==> src/rtl/ex_forward_interlock_if.sv <==
// Execute-stage forwarding/interlock bus: pipeline-side signals grouped
// so the pipeline drives the master side and the EX interlock block is the slave.
interface ex_forward_interlock_if #(
  parameter int XLEN = 32,
  parameter int CNTW = 16
);
  logic            id_valid;
  logic [4:0]      id_rs1;
  logic [4:0]      id_rs2;
  logic            id_uses_rs1;
  logic            id_uses_rs2;
  logic            ex_valid;
  logic [4:0]      ex_rd;
  logic            ex_reg_wr;
  logic            ex_is_load;
  logic            ex_redirect;
  logic [1:0]      rs1_hazard;
  logic [1:0]      rs2_hazard;
  logic [XLEN-1:0] rf_rs1_data;
  logic [XLEN-1:0] rf_rs2_data;
  logic [XLEN-1:0] alu_result;
  logic [XLEN-1:0] wb_data;
  logic            dmem_req;
  logic            dmem_ready;
  logic [XLEN-1:0] op_a;
  logic [XLEN-1:0] op_b;
  logic            stall_if;
  logic            stall_id;
  logic            stall_ex;
  logic            bubble_ex;
  logic            flush_id;
  logic [XLEN-1:0] alu_q;
  logic [CNTW-1:0] stall_cycles;

  modport master (
    output id_valid, id_rs1, id_rs2, id_uses_rs1, id_uses_rs2,
           ex_valid, ex_rd, ex_reg_wr, ex_is_load, ex_redirect,
           rs1_hazard, rs2_hazard, rf_rs1_data, rf_rs2_data,
           alu_result, wb_data, dmem_req, dmem_ready,
    input  op_a, op_b, stall_if, stall_id, stall_ex, bubble_ex,
           flush_id, alu_q, stall_cycles
  );

  modport slave (
    input  id_valid, id_rs1, id_rs2, id_uses_rs1, id_uses_rs2,
           ex_valid, ex_rd, ex_reg_wr, ex_is_load, ex_redirect,
           rs1_hazard, rs2_hazard, rf_rs1_data, rf_rs2_data,
           alu_result, wb_data, dmem_req, dmem_ready,
    output op_a, op_b, stall_if, stall_id, stall_ex, bubble_ex,
           flush_id, alu_q, stall_cycles
  );
endinterface

==> src/rtl/ex_forward_interlock.sv <==
// EX-stage operand forwarding mux plus load-use / memory-wait / redirect
// interlock FSM and saturating stall-cycle counter.

// One ALU operand source select: 00/11 regfile, 01 previous ALU, 10 writeback.
module ex_fwd_mux #(
  parameter int XLEN = 32
) (
  input  logic [1:0]      sel,
  input  logic [XLEN-1:0] rf,
  input  logic [XLEN-1:0] aq,
  input  logic [XLEN-1:0] wb,
  output logic [XLEN-1:0] op
);
  // Reserved select 11 falls back to the register file.
  always_comb begin
    case (sel)
      2'b01:   op = aq;
      2'b10:   op = wb;
      default: op = rf;
    endcase
  end
endmodule

module ex_forward_interlock #(
  parameter int XLEN = 32,
  parameter int CNTW = 16
) (
  input  logic                  clk,
  input  logic                  rstn,
  ex_forward_interlock_if.slave bus
);
  localparam int NUM_OPS = 2;

  typedef enum logic {IDLE, MEM_WAIT} state_t;

  state_t                          state;
  logic                            redirect_pend;
  logic [XLEN-1:0]                 alu_q;
  logic [CNTW-1:0]                 stall_cnt;
  logic [NUM_OPS-1:0][1:0]         op_sel;
  logic [NUM_OPS-1:0][XLEN-1:0]    op_rf;
  logic [NUM_OPS-1:0][XLEN-1:0]    op_out;
  logic                            mem_busy;
  logic                            load_use;
  logic                            s_if, s_id, s_ex, bub, fl;

  assign op_sel = {bus.rs2_hazard, bus.rs1_hazard};
  assign op_rf  = {bus.rf_rs2_data, bus.rf_rs1_data};

  // Operand A is lane 0, operand B is lane 1; selects are independent.
  for (genvar i = 0; i < NUM_OPS; i++) begin : g_op
    ex_fwd_mux #(.XLEN(XLEN)) u_mux (
      .sel (op_sel[i]),
      .rf  (op_rf[i]),
      .aq  (alu_q),
      .wb  (bus.wb_data),
      .op  (op_out[i])
    );
  end

  assign bus.op_a = op_out[0];
  assign bus.op_b = op_out[1];

  assign mem_busy = bus.dmem_req & ~bus.dmem_ready;

  // x0 is never a real producer, so it cannot create a load-use hazard.
  assign load_use = bus.ex_valid & bus.ex_is_load & bus.ex_reg_wr &
                    (bus.ex_rd != 5'd0) & bus.id_valid &
                    ((bus.id_uses_rs1 & (bus.id_rs1 == bus.ex_rd)) |
                     (bus.id_uses_rs2 & (bus.id_rs2 == bus.ex_rd)));

  // Control outputs react in the same cycle as the condition they cover.
  // Memory wait dominates; redirect beats load-use since the ID op is dead.
  always_comb begin
    s_if = 1'b0;
    s_id = 1'b0;
    s_ex = 1'b0;
    bub  = 1'b0;
    fl   = 1'b0;
    if (mem_busy) begin
      s_if = 1'b1;
      s_id = 1'b1;
      s_ex = 1'b1;
    end else if (state == MEM_WAIT) begin
      // Exit cycle: replay a redirect captured when the wait began.
      fl  = redirect_pend;
      bub = redirect_pend;
    end else if (bus.ex_redirect) begin
      fl  = 1'b1;
      bub = 1'b1;
    end else if (load_use) begin
      s_if = 1'b1;
      s_id = 1'b1;
      bub  = 1'b1;
    end
  end

  assign bus.stall_if  = s_if;
  assign bus.stall_id  = s_id;
  assign bus.stall_ex  = s_ex;
  assign bus.bubble_ex = bub;
  assign bus.flush_id  = fl;

  // Interlock FSM; redirect seen on wait entry is remembered, later ones ignored.
  always_ff @(posedge clk or negedge rstn) begin
    if (!rstn) begin
      state         <= IDLE;
      redirect_pend <= 1'b0;
    end else begin
      case (state)
        IDLE: begin
          if (mem_busy) begin
            state         <= MEM_WAIT;
            redirect_pend <= bus.ex_redirect;
          end
        end
        MEM_WAIT: begin
          if (!mem_busy) begin
            state         <= IDLE;
            redirect_pend <= 1'b0;
          end
        end
        default: state <= IDLE;
      endcase
    end
  end

  // Previous ALU result for forwarding; frozen while EX is held.
  always_ff @(posedge clk or negedge rstn) begin
    if (!rstn)      alu_q <= '0;
    else if (!s_ex) alu_q <= bus.alu_result;
  end

  // Saturating count of cycles spent with ID held.
  always_ff @(posedge clk or negedge rstn) begin
    if (!rstn)                    stall_cnt <= '0;
    else if (s_id && !(&stall_cnt)) stall_cnt <= stall_cnt + 1'b1;
  end

  assign bus.alu_q        = alu_q;
  assign bus.stall_cycles = stall_cnt;
endmodule

==> src/flat_wrapper.sv <==
// flat-port wrapper written by rule: the top's interface ports become plain ports
module ex_forward_interlock_flat 
#(
  parameter int XLEN = 32,
  parameter int CNTW = 16
)
  (clk, rstn, bus_id_valid, bus_id_rs1, bus_id_rs2, bus_id_uses_rs1, bus_id_uses_rs2, bus_ex_valid, bus_ex_rd, bus_ex_reg_wr, bus_ex_is_load, bus_ex_redirect, bus_rs1_hazard, bus_rs2_hazard, bus_rf_rs1_data, bus_rf_rs2_data, bus_alu_result, bus_wb_data, bus_dmem_req, bus_dmem_ready, bus_op_a, bus_op_b, bus_stall_if, bus_stall_id, bus_stall_ex, bus_bubble_ex, bus_flush_id, bus_alu_q, bus_stall_cycles);
  ex_forward_interlock_if #(.XLEN(XLEN), .CNTW(CNTW)) bus_i ();
  input  logic clk;
  input  logic rstn;
  input wire logic [$bits(bus_i.id_valid)-1:0] bus_id_valid;
  input wire logic [$bits(bus_i.id_rs1)-1:0] bus_id_rs1;
  input wire logic [$bits(bus_i.id_rs2)-1:0] bus_id_rs2;
  input wire logic [$bits(bus_i.id_uses_rs1)-1:0] bus_id_uses_rs1;
  input wire logic [$bits(bus_i.id_uses_rs2)-1:0] bus_id_uses_rs2;
  input wire logic [$bits(bus_i.ex_valid)-1:0] bus_ex_valid;
  input wire logic [$bits(bus_i.ex_rd)-1:0] bus_ex_rd;
  input wire logic [$bits(bus_i.ex_reg_wr)-1:0] bus_ex_reg_wr;
  input wire logic [$bits(bus_i.ex_is_load)-1:0] bus_ex_is_load;
  input wire logic [$bits(bus_i.ex_redirect)-1:0] bus_ex_redirect;
  input wire logic [$bits(bus_i.rs1_hazard)-1:0] bus_rs1_hazard;
  input wire logic [$bits(bus_i.rs2_hazard)-1:0] bus_rs2_hazard;
  input wire logic [$bits(bus_i.rf_rs1_data)-1:0] bus_rf_rs1_data;
  input wire logic [$bits(bus_i.rf_rs2_data)-1:0] bus_rf_rs2_data;
  input wire logic [$bits(bus_i.alu_result)-1:0] bus_alu_result;
  input wire logic [$bits(bus_i.wb_data)-1:0] bus_wb_data;
  input wire logic [$bits(bus_i.dmem_req)-1:0] bus_dmem_req;
  input wire logic [$bits(bus_i.dmem_ready)-1:0] bus_dmem_ready;
  output wire logic [$bits(bus_i.op_a)-1:0] bus_op_a;
  output wire logic [$bits(bus_i.op_b)-1:0] bus_op_b;
  output wire logic [$bits(bus_i.stall_if)-1:0] bus_stall_if;
  output wire logic [$bits(bus_i.stall_id)-1:0] bus_stall_id;
  output wire logic [$bits(bus_i.stall_ex)-1:0] bus_stall_ex;
  output wire logic [$bits(bus_i.bubble_ex)-1:0] bus_bubble_ex;
  output wire logic [$bits(bus_i.flush_id)-1:0] bus_flush_id;
  output wire logic [$bits(bus_i.alu_q)-1:0] bus_alu_q;
  output wire logic [$bits(bus_i.stall_cycles)-1:0] bus_stall_cycles;
  assign bus_i.id_valid = bus_id_valid;
  assign bus_i.id_rs1 = bus_id_rs1;
  assign bus_i.id_rs2 = bus_id_rs2;
  assign bus_i.id_uses_rs1 = bus_id_uses_rs1;
  assign bus_i.id_uses_rs2 = bus_id_uses_rs2;
  assign bus_i.ex_valid = bus_ex_valid;
  assign bus_i.ex_rd = bus_ex_rd;
  assign bus_i.ex_reg_wr = bus_ex_reg_wr;
  assign bus_i.ex_is_load = bus_ex_is_load;
  assign bus_i.ex_redirect = bus_ex_redirect;
  assign bus_i.rs1_hazard = bus_rs1_hazard;
  assign bus_i.rs2_hazard = bus_rs2_hazard;
  assign bus_i.rf_rs1_data = bus_rf_rs1_data;
  assign bus_i.rf_rs2_data = bus_rf_rs2_data;
  assign bus_i.alu_result = bus_alu_result;
  assign bus_i.wb_data = bus_wb_data;
  assign bus_i.dmem_req = bus_dmem_req;
  assign bus_i.dmem_ready = bus_dmem_ready;
  assign bus_op_a = bus_i.op_a;
  assign bus_op_b = bus_i.op_b;
  assign bus_stall_if = bus_i.stall_if;
  assign bus_stall_id = bus_i.stall_id;
  assign bus_stall_ex = bus_i.stall_ex;
  assign bus_bubble_ex = bus_i.bubble_ex;
  assign bus_flush_id = bus_i.flush_id;
  assign bus_alu_q = bus_i.alu_q;
  assign bus_stall_cycles = bus_i.stall_cycles;
  ex_forward_interlock #(.XLEN(XLEN), .CNTW(CNTW)) u_core (.clk(clk), .rstn(rstn), .bus(bus_i));
endmodule
==> config.mk <==
export PLATFORM = sky130hd
export DESIGN_NAME = ex_forward_interlock_flat
export DESIGN_NICKNAME = d
export VERILOG_FILES = /design/src/rtl/ex_forward_interlock_if.sv /design/src/rtl/ex_forward_interlock.sv /design/src/flat_wrapper.sv
export SDC_FILE = /design/constraint.sdc
export NUM_CORES = 1
export LEC_CHECK = 0
export CAP_MARGIN = 20
export CORE_AREA = 2 2 106 108
export CTS_BUF_LIST = sky130_fd_sc_hd__clkbuf_2
export DETAILED_ROUTE_END_ITERATION = 8
export DIE_AREA = 0 0 108 110
export PLACE_DENSITY = 0.79
export SYNTH_ARGS = -nofsm -noshare
export SYNTH_HDL_FRONTEND = slang
export SYNTH_SLANG_ARGS = --single-unit
==> constraint.sdc <==
create_clock -name clk -period 2.7 [get_ports clk]
set_input_delay 0.405 -clock clk [delete_from_list [all_inputs] [get_ports clk]]
set_output_delay 0.405 -clock clk [all_outputs]
set_load 0.05 [all_outputs]
==> results of run 1 <==
cell type report:
class | instances | area (um^2) | area share
clock buffer | 5 | 25.0 | 0.00347
sequential | 50 | 1250 | 0.173
inverter | 8 | 30.0 | 0.00416
antenna | 2 | 5.00 | 0.000693
multi-input combinational | 374 | 2050 | 0.284
clock inverter | 3 | 68.8 | 0.00953
tap | 140 | 175 | 0.0243
timing repair buffer | 295 | 3610 | 0.500
what timing repair did:
action,CTS,global route
endpoints found under the setup margin,0,0
hold buffers,0,1
hold endpoints to repair,0,25
where the power goes:
group	total, uW	internal (uW)	switching [uW]	leakage [uW]
clock network	505	250	254	0.0000532
registers	967	844	123	0.000605
logic	2190	951	1240	0.00242
total	3670	2050	1620	0.00308
worst min-delay path: stages:
cell and delay [ps]:
clkdlybuf4s50_1 390, nand2_1 60, nand2_1 40
layer usage:
| metal | GRT usage | part of all wire | up-vias |
|---|---|---|---|
| li1 | - | - | 2145 |
| met1 | 0.310 | 0.36 | 2171 |
| met2 | 0.482 | 0.53 | 227 |
| met3 | 0.0576 | 0.076 | 32 |
| met4 | 0.0934 | 0.030 | 0 |
| met5 | 0 | 0 | - |
how the worst min path moves through the flow:
stage | start | endpoint | slack (ps) | depth (start not counted)
final | bus_alu_result[1] | u_core.bus.alu_q[1] | 450 | 3
after global routing | bus_alu_result[29] | u_core.bus.alu_q[29] | 400 | 3
after CTS | rstn | u_core.bus.stall_cycles[3] | 150 | 1
after detailed placement | u_core.bus.stall_cycles[15] | u_core.bus.stall_cycles[15] | 470 | 1
after global placement | u_core.bus.stall_cycles[10] | u_core.bus.stall_cycles[10] | 480 | 1
after floorplan | rstn | u_core.bus.alu_q[0] | 110 | 0
cells by family after synthesis:
logic type      Yosys count
fa+ha+maj                 5
xor+xnor                 24
mux                       3
compound gates          137
flops                    50
buf+inv                  43
simple gates            205
registers in the layout, indices dropped and copies added (netlist names):
signal                   cells
u_core.bus.alu_q            32
u_core.redirect_pend         1
u_core.state                 1
u_core.bus.stall_cycles     16
stage by stage:
| step | hold slack, ps | std cells | instance area (um^2) | power [uW] |
|---|---|---|---|---|
| global route | 401 | 875 | 7220 | 3830 |
| finish | 445 | 877 | 7220 | 3670 |
| CTS | 153 | 873 | 7190 | 3680 |
| floorplan | 109 | 467 | 3470 | 2040 |
| detailed placement | 475 | 865 | 7090 | 3170 |
| global placement | 477 | 865 | 7090 | 3130 |
layout by cell type, fill, tap and decap left out, types with 2 or more instances in the layout:
| cell type | count |
|---|---|
| buf_4 | 18 |
| ha_1 | 3 |
| nor2_2 | 8 |
| clkbuf_2 | 5 |
| a22oi_1 | 64 |
| nand3_1 | 7 |
| and3_1 | 2 |
| nand2_1 | 169 |
| diode_2 | 2 |
| xor2_1 | 13 |
| ha_2 | 2 |
| nor3_1 | 3 |
| bufinv_16 | 2 |
| o22ai_1 | 2 |
| inv_1 | 7 |
| and4b_1 | 2 |
| nand2b_1 | 2 |
| buf_12 | 71 |
| dfrtp_1 | 50 |
| nor2_1 | 4 |
| xnor2_1 | 11 |
| nand4_1 | 3 |
| clkdlybuf4s50_1 | 204 |
| mux2i_1 | 2 |
| o21ai_0 | 64 |
==> metrics.cfg, run 1 <==
[job]
cap_viol_max_count = 0

[synth]
synth_nets = 630
syn_area_um2 = 3460
yosysUniqueCellTypes = 32
yosysMostFrequentCell = nand2_1
synth-simple-area-share = 0.246
ys_warn_count = 0
syn_area_per_cell_um2 = 7.41
synth_ff_type = dfrtp_1
synth-edff-count = 0
synth_compound_area_frac = 0.254
synth.top_cell.area_share = 0.362
synthTopCellsByArea = dfrtp_1, nand2_1, a22oi_1
synth_xor_area_frac = 0.0608
yosysSeqAreaShare = 0.362
synth_common_cells = nand2_1, a22oi_1, o21ai_0
synth_top_family_by_area = compound AO/OA/AOI/OAI gates
netlist_instances = 467
synth_fa_ha_area_frac = 0.0181
synthArstFlopShare = 1.00
synth_top_area_cell = dfrtp_1
synthMuxAreaShare = 0.00904
yosys_register_bits = 50

[setup_path]
crit_slowest_cell = or4_1
r2r-start = u_core.bus.stall_cycles[0]
cp-start-kind = primary input
arrival_ps = 2210
cp.depth = 7
worstSetupStartpoint = bus_ex_rd[0]
path_buf_inv = 3
r2r_end = u_core.bus.stall_cycles[14]
critPathCapture = bus_stall_if
crit_fanout = 3
crit_type = in2out
reg2reg_depth = 8
path_cells = clkdlybuf4s50_1, or4_1, o211ai_2, nor2_1, a21oi_1, inv_1, buf_4
endpoint_kind = primary output
critical-path-top-delay-family = buffers and inverters
crit_required_ps = 2300
max_stage_delay_ps = 560
r2r_slack_ps = 550

[floorplanning]
die_y_um = 110
num_rows = 38
top_level_ports = 275
initial_utilization = 0.323
die-area_um2 = 11900
die_width_um = 108
fp.coreArea_um2 = 10700

[worst_hold_path]
min_path_type = in2reg

[place]
port_buffers = 274
dp_hpwl_mm = 13.2
dpl_worst_slack_ps = 83.3
routabilityCongestion = 0.909

[timing]
fin_skew_ps = 2.48
rsz0062_at_grt = no
finalCritPeriodShare = 0.969
fin_ws_ps = 82.6
drv_slew = 0
hold_violations = 0
fmax_ghz = 0.382
setup_tns_ps = 0
finalSetupViolCount = 0
worstMarginPinSlew_ps = 593
finalCriticalPeriod_ps = 2620
relSlewSlack = 0.605

[pwr]
ir_drop_uv = 655
power_density_nw_per_um2 = 508
p_leak_uw = 0.00308

[layout]
drive_above_1_share = 0.158
synthToLayoutAreaGrowth_pct = 109
nets = 897
fin_util = 0.675
fill_cells = 858

[global_routing]
globalRouteOverflowTotal = 0
antenna_found_initial = 1
grt_pass1_vias = 4506
grt.total_usage = 0.266
grt_max_degree = 51
grt_pass1_wl_mm = 24.5

[clocking]
cts_sinks = 50
cts_buffers = 5
clkLatencyLatePin_ps = 440
clk_pin_slew_ps = 280
post-cts-setup-buffers = 0
htreeDepth = 2
cts_tree = built
clockRootBuffer = clkbuf_2
clock_tree.buffer_depth = 2
cts_resized = 0

[status]
outcome = finished, final reports clean

[routing]
wl_mm = 16.4
wl_per_cell_um = 18.7
drt_first_pass_iters = 5
drc = 0
first_iter_violations = 271
routed_via_density = 5.22
vias = 4575
final_antenna_net_count = 0

(Power assumes the default switching activity.)
==> run 2, diff against run 1 <==
--- a/config.mk
+++ b/config.mk
@@ -6,11 +6,11 @@
 export NUM_CORES = 1
 export LEC_CHECK = 0
 export CAP_MARGIN = 20
-export CORE_AREA = 2 2 106 108
+export CORE_AREA = 2 2 107 109
 export CTS_BUF_LIST = sky130_fd_sc_hd__clkbuf_2
 export DETAILED_ROUTE_END_ITERATION = 8
-export DIE_AREA = 0 0 108 110
-export PLACE_DENSITY = 0.79
+export DIE_AREA = 0 0 109 111
+export PLACE_DENSITY = 0.78
 export SYNTH_ARGS = -nofsm -noshare
 export SYNTH_HDL_FRONTEND = slang
 export SYNTH_SLANG_ARGS = --single-unit
==> constraint.sdc (replaced) <==
create_clock -name clk -period 2.8 [get_ports clk]
set_input_delay 0.42 -clock clk [delete_from_list [all_inputs] [get_ports clk]]
set_output_delay 0.42 -clock clk [all_outputs]
set_load 0.05 [all_outputs]
==> run 2 against run 1 <==
Utilization shrank 2.4 points. Clock-buffer cell count is the same. Total power shrank 3.6%. First-iteration DRC count grew 25%. Sequential power shrank 2.8%. Flip-flop and latch count is the same. Clock skew grew 13 ps. Die area grew 1.8%. Worst setup slack gained 56 ps. Sequential share of layout area is essentially flat. Cell count grew 0.46%. Critical endpoint is now bus_stall_id. Largest cell class unchanged. Highest routed layer unchanged.
==> metrics.cfg, run 2 (synthesis results as in run 1) <==
[status]
outcome = finished, final reports clean  ; unchanged

[pwr]
p_leak_uw = 0.00308  ; about the same
p_int_uw = 1970  ; was 2050 uW
combPwrFrac = 0.598  ; was 0.599
power_density_nw_per_um2 = 490  ; was 508 nW/um^2
swShare = 0.442  ; about the same
switchingPower_uw = 1560  ; was 1620 uW
p_total_uw = 3530  ; was 3670 uW
p_seq_frac = 0.266  ; was 0.264
p_clk_frac = 0.137  ; was 0.138
ir_drop_uv = 635  ; was 655 uV

[routing]
drt_first_pass_iters = 5  ; unchanged
first_iter_violations = 339  ; was 271
wl_mm = 17.1  ; was 16.4 mm
drc = 0  ; unchanged
final_antenna_net_count = 0  ; unchanged
vias = 4638  ; was 4575
wl_per_cell_um = 19.4  ; was 18.7 um
routed_via_density = 5.26  ; was 5.22

[timing]
fin_skew_ps = 15.9  ; was 2.48 ps
fmax_ghz = 0.376
worstMarginPinSlew_ps = 748  ; was 593 ps
hold_violations = 0  ; unchanged
finalCriticalPeriod_ps = 2660
setup_tns_ps = 0  ; unchanged
rsz0062_at_grt = no  ; unchanged
relSlewSlack = 0.501  ; was 0.605
drv_slew = 0  ; unchanged
finalCritPeriodShare = 0.951
finalSetupViolCount = 0  ; unchanged

[setup_path]
critical-path-top-delay-family = buffers and inverters  ; unchanged
crit_slowest_cell = or4_1  ; unchanged
reg2reg_depth = 8  ; unchanged
arrival_ps = 2240  ; was 2210 ps
cp-start-kind = primary input  ; unchanged
endpoint_kind = primary output  ; unchanged
crit_fanout = 3  ; unchanged
path_buf_inv = 3  ; unchanged
path_cells = clkdlybuf4s50_1, or4_1, o211ai_2, nor2_1, a21oi_1, inv_1, buf_4  ; unchanged
cp.depth = 7  ; unchanged
crit_required_ps = 2380  ; was 2300 ps
max_stage_delay_ps = 560  ; about the same
crit_type = in2out  ; unchanged

[global_routing]
grt.total_usage = 0.275  ; was 0.266
grt_max_degree = 39  ; was 51
grt_pass1_vias = 4622  ; was 4506
antenna_found_initial = 2  ; was 1
grt_pass1_wl_mm = 25.7  ; was 24.5 mm
globalRouteOverflowTotal = 0  ; unchanged

[job]
cap_viol_max_count = 0  ; unchanged

[clocking]
clockRootBuffer = clkbuf_2  ; unchanged
clk_pin_slew_ps = 260  ; was 280 ps
cts_resized = 0  ; unchanged
cts_tree = built  ; unchanged
clkLatencyLatePin_ps = 420  ; was 440 ps
cts_buffers = 5  ; unchanged
htreeDepth = 2  ; unchanged
cts_sinks = 50  ; unchanged
clock_tree.buffer_depth = 2  ; unchanged

[layout]
final_common_cell = clkdlybuf4s50_1  ; unchanged
largest_reg_flops = 32  ; unchanged
drive_above_1_share = 0.156  ; was 0.158
layout_common_cells = clkdlybuf4s50_1, nand2_1, buf_12  ; unchanged
nets = 898  ; was 897
post-route-cell-area_um2 = 7210  ; was 7220 um^2
synthToLayoutAreaGrowth_pct = 108  ; was 109%
largest-register = u_core.bus.alu_q  ; unchanged

[worst_hold_path]
hold_depth = 3  ; unchanged
min_path_type = in2reg  ; unchanged

[floorplanning]
die_y_um = 111  ; was 110 um
die-area_um2 = 12100  ; was 11900 um^2
num_rows = 39  ; was 38
top_level_ports = 275  ; unchanged
fp.coreArea_um2 = 11100  ; was 10700 um^2
die_width_um = 109  ; was 108 um
initial_utilization = 0.312  ; was 0.323

[place]
dp_hpwl_mm = 13.9  ; was 13.2 mm
post_dp_cell_area_um2 = 7100  ; was 7090 um^2
routabilityCongestion = 0.950  ; was 0.909
port_buffers = 274  ; unchanged

-- run 2: layout make-up --
class | count | area, um^2
flip-flops and latches | 50 | 1250
clock buffers | 5 | 25.0
repair buffers | 296 | 3610
inverters | 8 | 30.0
diodes | 2 | 5.00
clock inverters | 3 | 68.8
fillers | 920 | 3870
well taps | 143 | 179
multi-input cells | 374 | 2040
-- run 2: power by group through the flow --
stage	clock (uW)	combinational (uW)	sequential [uW]
final	483	2110	940
after global routing	529	2210	957
after CTS	499	2120	939
after detailed placement	0	2110	949
after global placement	0	2080	943
after floorplan	0	731	1230
-- run 2: through the flow --
| step | utilization | hold slack (ps) | worst slack [ps] | instances |
|---|---|---|---|---|
| after floorplan | - | 124 | 2.65 | 467 |
| after global placement | 0.641 | 476 | 190 | 870 |
| after detailed placement | 0.641 | 482 | 109 | 870 |
| after CTS | 0.650 | 5.58 | 160 | 878 |
| after global routing | 0.651 | 436 | 57.5 | 881 |
| final | 0.651 | 487 | 139 | 881 |
-- run 2: timing repair --
item,CTS,global route
hold buffers,0,1
hold endpoints to repair,0,7
buffers inserted,0,0
setup endpoints to repair,0,0
-- run 2: layer usage --
layer,wire (um),track usage,up-vias,share of wire
met4,578,0.109,0,0.034
met3,1410,0.0600,39,0.083
met1,6340,0.326,2189,0.37
met5,0,0,-,0
met2,8730,0.477,265,0.51
li1,-,-,2145,-
-- run 2: worst register-to-register path, cell delays in order (launching register included) --
cell	delay [ps]
dfrtp_1	480
ha_1	250
nand3_1	120
nor2_1	340
a311oi_2	190
a21oi_4	400
buf_4	200
nor2_2	40
xor2_1	140
-- run 2: worst paths after layout --
kind / slack (ps) / end / start
min in group asynchronous: 580 / u_core.bus.alu_q[6] / rstn
min: 490 / u_core.bus.alu_q[23] / bus_alu_result[23]
min reg2reg: 520 / u_core.bus.stall_cycles[15] / u_core.bus.stall_cycles[15]
max in group asynchronous: 1460 / u_core.bus.alu_q[5] / rstn
max: 140 / bus_stall_id / bus_ex_rd[0]
max reg2reg: 560 / u_core.bus.stall_cycles[10] / u_core.bus.stall_cycles[0]
==> run 3, diff against run 2 <==
--- a/config.mk
+++ b/config.mk
@@ -6,11 +6,11 @@
 export NUM_CORES = 1
 export LEC_CHECK = 0
 export CAP_MARGIN = 20
-export CORE_AREA = 2 2 107 109
+export CORE_UTILIZATION = 31
 export CTS_BUF_LIST = sky130_fd_sc_hd__clkbuf_2
 export DETAILED_ROUTE_END_ITERATION = 8
-export DIE_AREA = 0 0 109 111
-export PLACE_DENSITY = 0.78
+export PLACE_DENSITY = 0.79
+export SETUP_SLACK_MARGIN = 0.4
 export SYNTH_ARGS = -nofsm -noshare
 export SYNTH_HDL_FRONTEND = slang
 export SYNTH_SLANG_ARGS = --single-unit
==> constraint.sdc (replaced) <==
create_clock -name clk -period 2.4 [get_ports clk]
set_input_delay 0.36 -clock clk [delete_from_list [all_inputs] [get_ports clk]]
set_output_delay 0.36 -clock clk [all_outputs]
set_load 0.05 [all_outputs]
==> run 3 against run 2 <==
Total power is 25% higher. Die area is 4.2% lower. Clock skew is 7.4 ps higher. Non-clock buffer count is 26 higher. Sequential share of layout area is 1.9 points lower. Clock power is 16% higher. Sequential power is 17% higher. Flip-flop and latch count stayed put. Via count is 5.5% higher. Critical path depth is 1 higher. Critical endpoint is now bus_stall_if. Largest cell class unchanged. Highest routed layer unchanged.
==> metrics.cfg, run 3 (synthesis results as in run 1) <==
[status]
outcome = finished, final reports clean  ; unchanged

[global_routing]
grt_max_degree = 51  ; was 39
grt_pass1_wl_mm = 26.0  ; was 25.7 mm
globalRouteOverflowTotal = 0  ; unchanged
antenna_found_initial = 0  ; was 2
grt.total_usage = 0.295  ; was 0.275
grt_pass1_vias = 4794  ; was 4622

[pwr]
p_int_uw = 2410  ; was 1970 uW
p_total_uw = 4400  ; was 3530 uW
switchingPower_uw = 1990  ; was 1560 uW
swShare = 0.453  ; was 0.442
p_leak_uw = 0.00357  ; was 0.00308 uW
p_seq_frac = 0.250  ; was 0.266
power_density_nw_per_um2 = 538  ; was 490 nW/um^2
combPwrFrac = 0.623  ; was 0.598
ir_drop_uv = 737  ; was 635 uV
p_clk_frac = 0.127  ; was 0.137

[floorplanning]
top_level_ports = 275  ; unchanged
die-area_um2 = 11600  ; was 12100 um^2
initial_utilization = 0.319  ; was 0.312
num_rows = 38  ; was 39
fp.coreArea_um2 = 10800  ; was 11100 um^2
die_width_um = 108  ; was 109 um
die_y_um = 108  ; was 111 um

[routing]
drt_first_pass_iters = 5  ; unchanged
wl_per_cell_um = 21.0  ; was 19.4 um
routed_via_density = 5.42  ; was 5.26
wl_mm = 18.9  ; was 17.1 mm
vias = 4892  ; was 4638
first_iter_violations = 383  ; was 339
final_antenna_net_count = 0  ; unchanged
drc = 0  ; unchanged

[layout]
largest_reg_flops = 32  ; unchanged
final_common_cell = nand2_1  ; was clkdlybuf4s50_1
drive_above_1_share = 0.332  ; was 0.156
synthToLayoutAreaGrowth_pct = 137  ; was 108%
layout_common_cells = nand2_1, clkdlybuf4s50_1, buf_12  ; was clkdlybuf4s50_1, nand2_1, buf_12
nets = 924  ; was 898
fill_cells = 715  ; was 920
largest-register = u_core.bus.alu_q  ; unchanged
post-route-cell-area_um2 = 8190  ; was 7210 um^2

[timing]
fmax_ghz = 0.463
hold_violations = 0  ; unchanged
fin_skew_ps = 23.3  ; was 15.9 ps
finalCriticalPeriod_ps = 2160
finalSetupViolCount = 0  ; unchanged
finalCritPeriodShare = 0.901
fin_ws_ps = 239  ; was 139 ps
relSlewSlack = 0.562  ; was 0.501
rsz0062_at_grt = yes  ; was no
drv_slew = 0  ; unchanged
worstMarginPinSlew_ps = 657  ; was 748 ps

[setup_path]
crit_type = in2out  ; unchanged
path_cells = clkdlybuf4s50_1, xnor2_1, nand4_1, o22ai_2, buf_6, a21oi_2, inv_2, buf_8  ; was clkdlybuf4s50_1, or4_1, o211ai_2, nor2_1, a21oi_1, inv_1, buf_4
crit_fanout = 2  ; was 3
arrival_ps = 1800  ; was 2240 ps
endpoint_kind = primary output  ; unchanged
reg2reg_depth = 8  ; unchanged
path_buf_inv = 4  ; was 3
r2r_slack_ps = 340  ; was 560 ps
worstSetupStartpoint = bus_id_rs2[3]  ; was bus_ex_rd[0]
max_stage_delay_ps = 470  ; was 560 ps
cp.depth = 8  ; was 7
critPathCapture = bus_stall_if  ; was bus_stall_id
cp-start-kind = primary input  ; unchanged
r2r-start = u_core.state  ; was u_core.bus.stall_cycles[0]
crit_required_ps = 2040  ; was 2380 ps
critical-path-top-delay-family = buffers and inverters  ; unchanged
r2r_end = u_core.bus.stall_cycles[5]  ; was u_core.bus.stall_cycles[10]
crit_slowest_cell = clkdlybuf4s50_1  ; was or4_1

[clocking]
clock_tree.buffer_depth = 2  ; unchanged
clk_pin_slew_ps = 270  ; was 260 ps
htreeDepth = 2  ; unchanged
cts_sinks = 50  ; unchanged
cts_buffers = 5  ; unchanged
cts_tree = built  ; unchanged
clockRootBuffer = clkbuf_2  ; unchanged
clkLatencyLatePin_ps = 430  ; was 420 ps

[place]
routabilityCongestion = 0.907  ; was 0.950
port_buffers = 274  ; unchanged
dpl_worst_slack_ps = -17.0  ; was 109 ps
dp_hpwl_mm = 12.8  ; was 13.9 mm
post_dp_cell_area_um2 = 7230  ; was 7100 um^2

[job]
cap_viol_max_count = 0  ; unchanged

[worst_hold_path]
min_path_type = in2reg  ; unchanged

==> run 3: cell types whose count changed in the layout (fill, tap and decap cells not counted), moves of 16 or more <==
cell / delta
a22oi_1: -22
o21ai_2: +43
dlygate4sd2_1: +50
a22oi_2: +22
clkdlybuf4s50_1: -61
o21ai_0: -64
o21ai_4: +16
==> run 3: repair_timing <==
item                                    in CTS  in global routing
setup buffers                                7                  2
resized for setup                          169                 49
hold buffers                                 1                  0
gates cloned                                 3                  5
hold endpoints to repair                    11                  0
pin swaps                                   13                 15
endpoints found under the setup margin     119                 65
==> run 3: final cells by class <==
class / instances / area (um^2) / area share
inverters: 8 / 31.3 / 0.00382
diodes: 1 / 2.50 / 0.000306
clock inverters: 3 / 63.8 / 0.00779
flip-flops and latches: 50 / 1260 / 0.154
repair buffers: 322 / 3960 / 0.484
well taps: 140 / 175 / 0.0214
multi-input cells: 374 / 2660 / 0.325
clock buffers: 5 / 25.0 / 0.00306
==> run 3: worst min-delay path by stage <==
stage                                            from                           to  cells after the start
after floorplan                                  rstn          u_core.bus.alu_q[0]                      0
after global placement    u_core.bus.stall_cycles[10]  u_core.bus.stall_cycles[10]                      1
after detailed placement  u_core.bus.stall_cycles[10]  u_core.bus.stall_cycles[10]                      1
after CTS                          bus_alu_result[25]         u_core.bus.alu_q[25]                      3
after global routing               bus_alu_result[25]         u_core.bus.alu_q[25]                      3
final                              bus_alu_result[25]         u_core.bus.alu_q[25]                      3
==> run 3: through the flow <==
step / instances / hold slack, ps / setup TNS (ps) / util
final: 903 / 401 / 0 / 0.755
after global routing: 902 / 364 / 0 / 0.755
after CTS: 895 / 386 / 0 / 0.728
after detailed placement: 876 / 466 / -17.0 / 0.667
after global placement: 876 / 464 / 0 / 0.667
after floorplan: 467 / 64.4 / 0 / -
==> run 3: metal layers <==
layer	global-route usage	part of all wire	wire length [um]	up-vias
met5	0	0	0	-
met4	0.115	0.033	633	0
met3	0.0672	0.069	1310	49
met2	0.534	0.52	9890	264
met1	0.334	0.37	7080	2360
li1	-	-	-	2219
==> run 3: worst reg2reg max path, stage by stage, from the launching register on <==
cell and delay (ps):
dfrtp_1 450, and4b_2 330, o211ai_4 90, buf_4 150
a311oi_4 300, a21oi_4 130, buf_6 150, nor3_1 230
xor2_1 160
==> run 3: power by group through the flow <==
stage               registers, uW  logic (uW)  clock network (uW)
floorplan                    1450         884                   0
global placement             1100        2470                   0
detailed placement           1110        2500                   0
CTS                          1100        2630                 568
global route                 1120        2840                 611
finish                       1100        2740                 558
